### src/rtl/traffic_pkg.sv
// rtl/traffic_pkg.sv - shared types and helpers for the traffic lamp driver
package traffic_pkg;

  localparam int NUM_ROADS = 4;

  typedef enum logic [2:0] {
    IDLE  = 3'd0,
    GREEN = 3'd1,
    AMBER = 3'd2,
    CLEAR = 3'd3,
    FLASH = 3'd4
  } lamp_state_t;

  typedef logic [1:0] road_t;

  // Legal grants are all-zero or exactly one bit set.
  function automatic logic grant_legal(input logic [NUM_ROADS-1:0] g);
    return ((g & (g - 1'b1)) == '0);
  endfunction

  function automatic road_t onehot_to_road(input logic [NUM_ROADS-1:0] g);
    road_t r;
    r = '0;
    for (int i = 0; i < NUM_ROADS; i++) begin
      if (g[i]) r = road_t'(i);
    end
    return r;
  endfunction

  function automatic logic [NUM_ROADS-1:0] road_to_onehot(input road_t r);
    return ({{(NUM_ROADS-1){1'b0}}, 1'b1} << r);
  endfunction

endpackage

### src/rtl/tld_phase_timer.sv
// rtl/tld_phase_timer.sv - loadable saturating down-counter for phase timing
module tld_phase_timer #(
  parameter int W = 2
) (
  input  logic         clk,
  input  logic         rst,
  input  logic         load,
  input  logic [W-1:0] load_val,
  output logic         done
);

  logic [W-1:0] cnt;

  // Stops at zero so an idle timer never wraps.
  always_ff @(posedge clk or negedge rst) begin
    if (!rst) begin
      cnt <= '0;
    end else if (load) begin
      cnt <= load_val;
    end else if (cnt != '0) begin
      cnt <= cnt - 1'b1;
    end
  end

  assign done = (cnt == '0);

endmodule

### src/rtl/traffic_lamp_driver.sv
// rtl/traffic_lamp_driver.sv - grant-to-lamp sequencer (green/amber/clear)
// Optional TLD_FAULT_FLASH_EN: flashing amber lockout after an illegal grant.
module traffic_lamp_driver
  import traffic_pkg::*;
#(
  parameter int AMBER_CYC = 3,
  parameter int CLEAR_CYC = 2,
  parameter int FLASH_CYC = 1
) (
  input  logic                 clk,
  input  logic                 rst,
  input  logic [NUM_ROADS-1:0] grant,
  output logic [NUM_ROADS-1:0] lamp_red,
  output logic [NUM_ROADS-1:0] lamp_amber,
  output logic [NUM_ROADS-1:0] lamp_green,
  output logic                 busy,
  output logic                 fault
);

  localparam int MAX_AC = (AMBER_CYC > CLEAR_CYC) ? AMBER_CYC : CLEAR_CYC;
  localparam int MAX_C  = (MAX_AC > FLASH_CYC) ? MAX_AC : FLASH_CYC;
  localparam int CW     = $clog2(MAX_C + 1);

  lamp_state_t          state, state_d;
  road_t                cur, cur_d;
  logic                 legal, fault_d;
  logic [NUM_ROADS-1:0] geff;
  logic                 tmr_load, tmr_done;
  logic [CW-1:0]        tmr_val;
  logic [NUM_ROADS-1:0] red_d, amber_d, green_d;
  logic                 busy_d;

  tld_phase_timer #(.W(CW)) u_timer (
    .clk      (clk),
    .rst      (rst),
    .load     (tmr_load),
    .load_val (tmr_val),
    .done     (tmr_done)
  );

  always_comb begin
    legal    = grant_legal(grant);
    geff     = legal ? grant : '0;
    fault_d  = fault | ~legal;
    state_d  = state;
    cur_d    = cur;
    tmr_load = 1'b0;
    tmr_val  = '0;

    case (state)
      IDLE: begin
`ifdef TLD_FAULT_FLASH_EN
        if (fault_d) begin
          state_d  = FLASH;
          tmr_load = 1'b1;
          tmr_val  = CW'(FLASH_CYC - 1);
        end else
`endif
        if (geff != '0) begin
          cur_d   = onehot_to_road(geff);
          state_d = GREEN;
        end
      end
      GREEN: begin
        if (geff != road_to_onehot(cur)) begin
          state_d  = AMBER;
          tmr_load = 1'b1;
          tmr_val  = CW'(AMBER_CYC - 1);
        end
      end
      AMBER: begin
        if (tmr_done) begin
          state_d  = CLEAR;
          tmr_load = 1'b1;
          tmr_val  = CW'(CLEAR_CYC - 1);
        end
      end
      CLEAR: begin
        // Grant is only honoured on the final clearance cycle.
        if (tmr_done) begin
`ifdef TLD_FAULT_FLASH_EN
          if (fault_d) begin
            state_d  = FLASH;
            tmr_load = 1'b1;
            tmr_val  = CW'(FLASH_CYC - 1);
          end else
`endif
          if (geff != '0) begin
            cur_d   = onehot_to_road(geff);
            state_d = GREEN;
          end else begin
            state_d = IDLE;
          end
        end
      end
`ifdef TLD_FAULT_FLASH_EN
      FLASH: begin
        if (tmr_done) begin
          tmr_load = 1'b1;
          tmr_val  = CW'(FLASH_CYC - 1);
        end
      end
`endif
      default: state_d = IDLE;
    endcase

    red_d   = '1;
    amber_d = '0;
    green_d = '0;
    case (state_d)
      GREEN: begin
        green_d = road_to_onehot(cur_d);
        red_d   = ~road_to_onehot(cur_d);
      end
      AMBER: begin
        amber_d = road_to_onehot(cur_d);
        red_d   = ~road_to_onehot(cur_d);
      end
`ifdef TLD_FAULT_FLASH_EN
      FLASH: begin
        red_d = '0;
        if (state != FLASH) amber_d = '1;
        else                amber_d = tmr_done ? ~lamp_amber : lamp_amber;
      end
`endif
      default: red_d = '1;
    endcase
    busy_d = (state_d == AMBER) || (state_d == CLEAR);
  end

  always_ff @(posedge clk or negedge rst) begin
    if (!rst) begin
      state      <= IDLE;
      cur        <= '0;
      fault      <= 1'b0;
      lamp_red   <= '1;
      lamp_amber <= '0;
      lamp_green <= '0;
      busy       <= 1'b0;
    end else begin
      state      <= state_d;
      cur        <= cur_d;
      fault      <= fault_d;
      lamp_red   <= red_d;
      lamp_amber <= amber_d;
      lamp_green <= green_d;
      busy       <= busy_d;
    end
  end

endmodule

### config.mk
export PLATFORM = sky130hd
export DESIGN_NAME = traffic_lamp_driver
export DESIGN_NICKNAME = d
export VERILOG_FILES = /design/src/rtl/traffic_pkg.sv /design/src/rtl/tld_phase_timer.sv /design/src/rtl/traffic_lamp_driver.sv
export SDC_FILE = /design/constraint.sdc
export NUM_CORES = 1
export LEC_CHECK = 0
export ABC_AREA = 1
export CORE_MARGIN = 1.5
export CORE_UTILIZATION = 53
export DETAILED_ROUTE_END_ITERATION = 6
export PLACE_DENSITY = 0.86
export SLEW_MARGIN = 40
export SYNTH_ARGS = -nofsm -noshare
export SYNTH_HDL_FRONTEND = slang
export SYNTH_SLANG_ARGS = --single-unit
### constraint.sdc
create_clock -name clk -period 3.2 [get_ports clk]
set_input_delay 0.64 -clock clk [delete_from_list [all_inputs] [get_ports clk]]
set_output_delay 0.64 -clock clk [all_outputs]
set_load 0.03 [all_outputs]
==> Yosys cells after proc, flatten, opt, wreduce, memory -nomap -nowiden <==
Index checks and enable logic that the tools add are counted.
{ "classes": {"n_addsub": 2, "eq_ne": 7, "n_shift": 2, "mux": 24, "bitwise_logic": 4, "reduce_logical": 8} }
{ "op_table": {"columns": ["cell", "count"], "rows": [
  ["$mux W4", 4],
  ["$mux W2", 7],
  ["$eq A3 B2 Y1 const B", 4],
  ["$mux W3", 4],
  ["$pmux W3 S4", 1],
  ["$pmux W2 S2", 2],
  ["$shl A1 B2 Y4 const A", 2],
  ["$eq A3 B1 Y1 const B", 2],
  ["$mux W1", 5],
  ["$and A4 B4 Y4", 1],
  ["$logic_not A4 Y1", 1],
  ["$ne A4 B4 Y1", 1],
  ["$not A4 Y4", 1],
  ["$reduce_bool A2 Y1", 2],
  ["$reduce_bool A4 Y1", 1],
  ["$sub A4 B1 Y4 const B", 1],
  ["$logic_not A3 Y1", 1],
  ["$logic_not A2 Y1", 1],
  ["$pmux W1 S2", 1],
  ["$reduce_or A2 Y1", 1],
  ["$sub A2 B1 Y2 const B", 1],
  ["$logic_or A1 B1 Y1", 1],
  ["$not A1 Y1", 1],
  ["$or A1 B1 Y1", 1]
]} }
{ "word_totals": {"reg_bits": 21, "inputBits": 6, "out_inout_bits": 14, "word_cells": 55} }

==> Longest topological paths before layout <==
{ "depth": {"ltp_word": 13, "mapped_depth": 12} }

==> Modules after synthesis <==
A second synthesis with hierarchy kept.
{ "hier_totals": {"hier_cells": 140, "area_unflattened_um2": 1077.3} }
{ "modules_own_cells": {"columns": ["mod", "instances", "cells_each", "area_per_inst_um2", "seq_area_each_um2"], "rows": [
  ["traffic_lamp_driver", 1, 123, 957.2, 480.5],
  ["tld_phase_timer", 1, 17, 120.1, 50.0]
]} }

==> Worst setup path after synthesis <==
Ideal clock, no wire load.
{ "synth_timing": {"kind": "in2reg", "from": "input port grant[0]", "to": "register lamp_red[3]", "setup_ps": 78, "arrival_ps": 1572, "t_required_ps": 3122, "path_slack_ps": 1550, "cell_stages": 12, "path_cell_list": "nor2_1 -> nand2_2 -> nand2_2 -> nand3_1 -> nand2_1 -> nor2_2 -> nand2_1 -> nand2_4 -> nand2_4 -> nand2_4 -> nand2_4 -> nand2_1"} }
{ "synth_via": {"word_cells_on_any_way": 23} }
{ "synth_lines": {"columns": ["item", "line", "text"], "rows": [
  ["from (decl)", "traffic_lamp_driver.sv:12", "input logic [NUM_ROADS-1:0] grant,"],
  ["$sub A4 B1 Y4", "traffic_pkg.sv:18", "return ((g & (g - 1'b1)) == '0);"],
  ["$and A4 B4 Y4", "traffic_pkg.sv:18", null],
  ["$logic_not A4 Y1", "traffic_pkg.sv:18", null],
  ["$mux W4 (*)", "traffic_lamp_driver.sv:43", "geff = legal ? grant : '0;"],
  ["$ne A4 B4 Y1 / $reduce_bool A4 Y1 (equally long branches)", "traffic_lamp_driver.sv:65, traffic_lamp_driver.sv:59", null],
  ["$mux W3 (on tied branches)", "traffic_lamp_driver.sv:65, traffic_lamp_driver.sv:59", null],
  ["$pmux W3 S4 (*)", "traffic_lamp_driver.sv:50", "case (state)"],
  ["via state_d[1]", "traffic_lamp_driver.sv:24", "lamp_state_t state, state_d;"],
  ["$eq A3 B2 Y1 / $eq A3 B1 Y1 (equally long branches)", "traffic_lamp_driver.sv:110", "case (state_d)"],
  ["$reduce_or A2 Y1 (no line) (*)", null, null],
  ["$mux W4 (*)", null, null],
  ["via red_d[3]", "traffic_lamp_driver.sv:30", "logic [NUM_ROADS-1:0] red_d, amber_d, green_d;"],
  ["to (signal assigned)", "traffic_lamp_driver.sv:144", "lamp_red <= red_d;"],
  ["to (decl)", "traffic_lamp_driver.sv:13", "output logic [NUM_ROADS-1:0] lamp_red,"]
]} }
The timed path passes the listed nets; every way through them passes the cells marked *.
A chain may end at the register's enable or synchronous reset.

==> Final worst setup path <==
{ "layout_timing": {"from": "register lamp_red[3]", "to": "output port lamp_red[3]"} }
No word-level cell between the ends.

==> results.json <==
{
  "grt_pass1_wl_mm": 3.40,
  "cts.sinks": 21,
  "post-route-period-util_pct": 66.8,
  "hold_buffers": 0,
  "slowest_delay_ns": 0.66,
  "grt_max_degree": 22,
  "slew_headroom_pct": 57.6,
  "r2r-start": "u_timer.cnt[0]$_DFFE_PN0P_",
  "cp_slowest_cell": "clkdlybuf4s50_1",
  "cts_resized": 0,
  "tns_ns": 0,
  "p_per_area_nw_per_um2": 663,
  "pre_cts_slack_ns": 0.811,
  "syn_nets": 128,
  "path_clk_slew_ns": 0.11,
  "yosys_warnings": 0,
  "r2r-end": "lamp_red[3]$_DFF_PN1_",
  "worstRegToRegCells": 7,
  "finClkSkew_ns": 0.00271,
  "drtIter0Drc": 22,
  "avgRoutedWirePerCell_um": 11.8,
  "start_util_pct": 57.8,
  "viasPerCell": 4.98,
  "worst_setup_path_start_kind": "register",
  "cp_data_arrival_time_ns": 1.50,
  "hold_path.class": "input port to async pin",
  "dp_hpwl_mm": 1.57,
  "setup_viol": 0,
  "ant_nets": 0,
  "tightest_slew_ns": 0.630,
  "synth_area_sq_um": 1030,
  "htree_levels": 1,
  "track_usage_pct": 22.3,
  "areaGrowthSynthToFinish_pct": 23.7,
  "drv_slew": 0,
  "clock_latency_ns": 0.31,
  "min_period_ns": 2.14,
  "cts_tree": "done",
  "p_total_uw": 845,
  "critPathMaxFanout": 1,
  "cp_num_buf_inv": 1,
  "rrSetupSlack_ns": 1.29,
  "routed_wl_mm": 1.99,
  "cts_buffers": 3,
  "ios": 20,
  "die_width_um": 47.1,
  "drc": 0,
  "grt_pass1_vias": 817,
  "ys_seq_area_share_pct": 51.5,
  "vdd_drop_max_v": 0.000498,
  "setup_ws_ns": 1.06,
  "p_leak_nw": 0.639,
  "gp_congestion": 0.903,
  "synth_seq_cells": 21,
  "core_sq_um": 1780,
  "final_cells": 169,
  "cts_root_buffer": "clkbuf_4",
  "drive_gt1_share_pct": 20.1,
  "post_cts_buffers": 0,
  "die_h_um": 47.1,
  "syn-instance-count": 121,
  "hold_violations": 0,
  "ys_types": 21,
  "rows": 15,
  "die_area_sq_um": 2220,
  "dp.cells": 165,
  "rsz0062_at_grt": "false",
  "critPathTopFamily": "buffers and inverters",
  "fin_nets": 152,
  "antennaDiodeCount": 0,
  "path_class": "register to primary output",
  "syn_area_per_cell_sq_um": 8.52,
  "max_freq_ghz": 0.468,
  "vias": 841,
  "antenna_found_initial": 0,
  "cts.path.max_buffers": 2,
  "worstPathRequired_ns": 2.56,
  "drt_pass1_iterations": 4,
  "cap_violations": 0,
  "grt_overflow": 0,
  "cp_cell_sequence": "clkdlybuf4s50_1",
  "crit_path_end_kind": "primary output",
  "run_status": "finished clean",
  "place.port_buffers": 19,
  "crit_start": "lamp_red[3]$_DFF_PN1_"
}
routing by layer:
metal,wire length [um],part of all wire (%),GRT usage (%)
met2,988,50,37.3
met1,905,46,28.7
met3,47,2.4,3.46
met5,0,0,0
met4,45,2.3,10.0
how the worst max path moves through the flow:
stage / to / slack (ns) / cells after the start
2_1_floorplan: lamp_red[3]$_DFF_PN1_ / 1.55 / 12
3_3_place_gp: lamp_red[3]$_DFF_PN1_ / 0.86 / 12
3_5_place_dp: lamp_red[3]$_DFF_PN1_ / 0.81 / 12
4_1_cts: lamp_red[3] / 1.05 / 1
5_1_grt: lamp_red[3]$_DFF_PN1_ / 1.00 / 11
6_report: lamp_red[3] / 1.06 / 1
synth_stat cells:
cell type / instances / area (sq um)
nor3_1: 2 / 10.0
o21ai_0: 3 / 15.0
nand3_1: 5 / 25.0
inv_2: 2 / 7.51
o221ai_1: 1 / 8.76
nand2_1: 28 / 105
nand4_1: 4 / 25.0
o21ai_4: 1 / 16.3
nand3_2: 1 / 10.0
nand2_4: 4 / 45.0
inv_1: 19 / 71.3
nor2_2: 5 / 31.3
dfrtp_1: 17 / 425
o22ai_1: 1 / 6.26
nand2_2: 6 / 37.5
ha_1: 1 / 12.5
a22oi_2: 1 / 12.5
dfstp_2: 4 / 105
a21oi_1: 1 / 5.00
conb_1: 1 / 3.75
nor2_1: 14 / 52.6
through the flow:
stage          utilization, %  area, sq um  hold slack [ns]
2_1_floorplan               -         1030            0.344
3_3_place_gp             70.2         1250            0.451
3_5_place_dp             70.0         1250            0.456
4_1_cts                  71.5         1270            0.273
5_1_grt                  71.5         1270            0.294
6_report                 71.5         1270            0.255
state kept, by name, summed over array words and instances (netlist names):
register and cells:
busy 1, fault 1, lamp_amber 4, cur 2, lamp_green 4, u_timer.cnt 2, state 3, lamp_red 4
placed cells by master, fill, tap and decap left out, types with 3 or more instances in the layout:
cell type / Yosys / final
nand4_1: 4 / 4
nand2_4: 4 / 4
o21ai_0: 3 / 3
nand2_1: 28 / 28
inv_1: 19 / 19
nor2_1: 14 / 14
clkbuf_4: 0 / 3
dfrtp_1: 17 / 17
nand3_1: 5 / 5
nand2_2: 6 / 6
clkdlybuf4s50_1: 0 / 18
nor2_2: 5 / 5
dfstp_2: 4 / 4
power breakdown:
group / internal, mW / leakage, nW / switching, mW
sequential: 0.321 / 0.261 / 0.0264
clock: 0.0467 / 0.0177 / 0.0803
combinational: 0.130 / 0.360 / 0.240
cell type report:
cell class | count | area (sq um)
Sequential cell | 21 | 531
Fill cell | 136 | 508
Multi-Input combinational cell | 79 | 422
Timing Repair Buffer | 19 | 185
Inverter | 21 | 78.8
Tap cell | 25 | 31.3
Clock buffer | 3 | 22.5
Clock inverter | 1 | 5.00
cells by family after synthesis:
kind of cell | Yosys count | synth area share, %
buffers and inverters | 21 | 7.65
other | 1 | 0.364
adders and majority gates | 1 | 1.21
AOI/OAI and AO/OA | 8 | 6.19
DFF | 21 | 51.5
and+or+nand+nor | 69 | 33.1
Power figures use the tool's default switching activity.
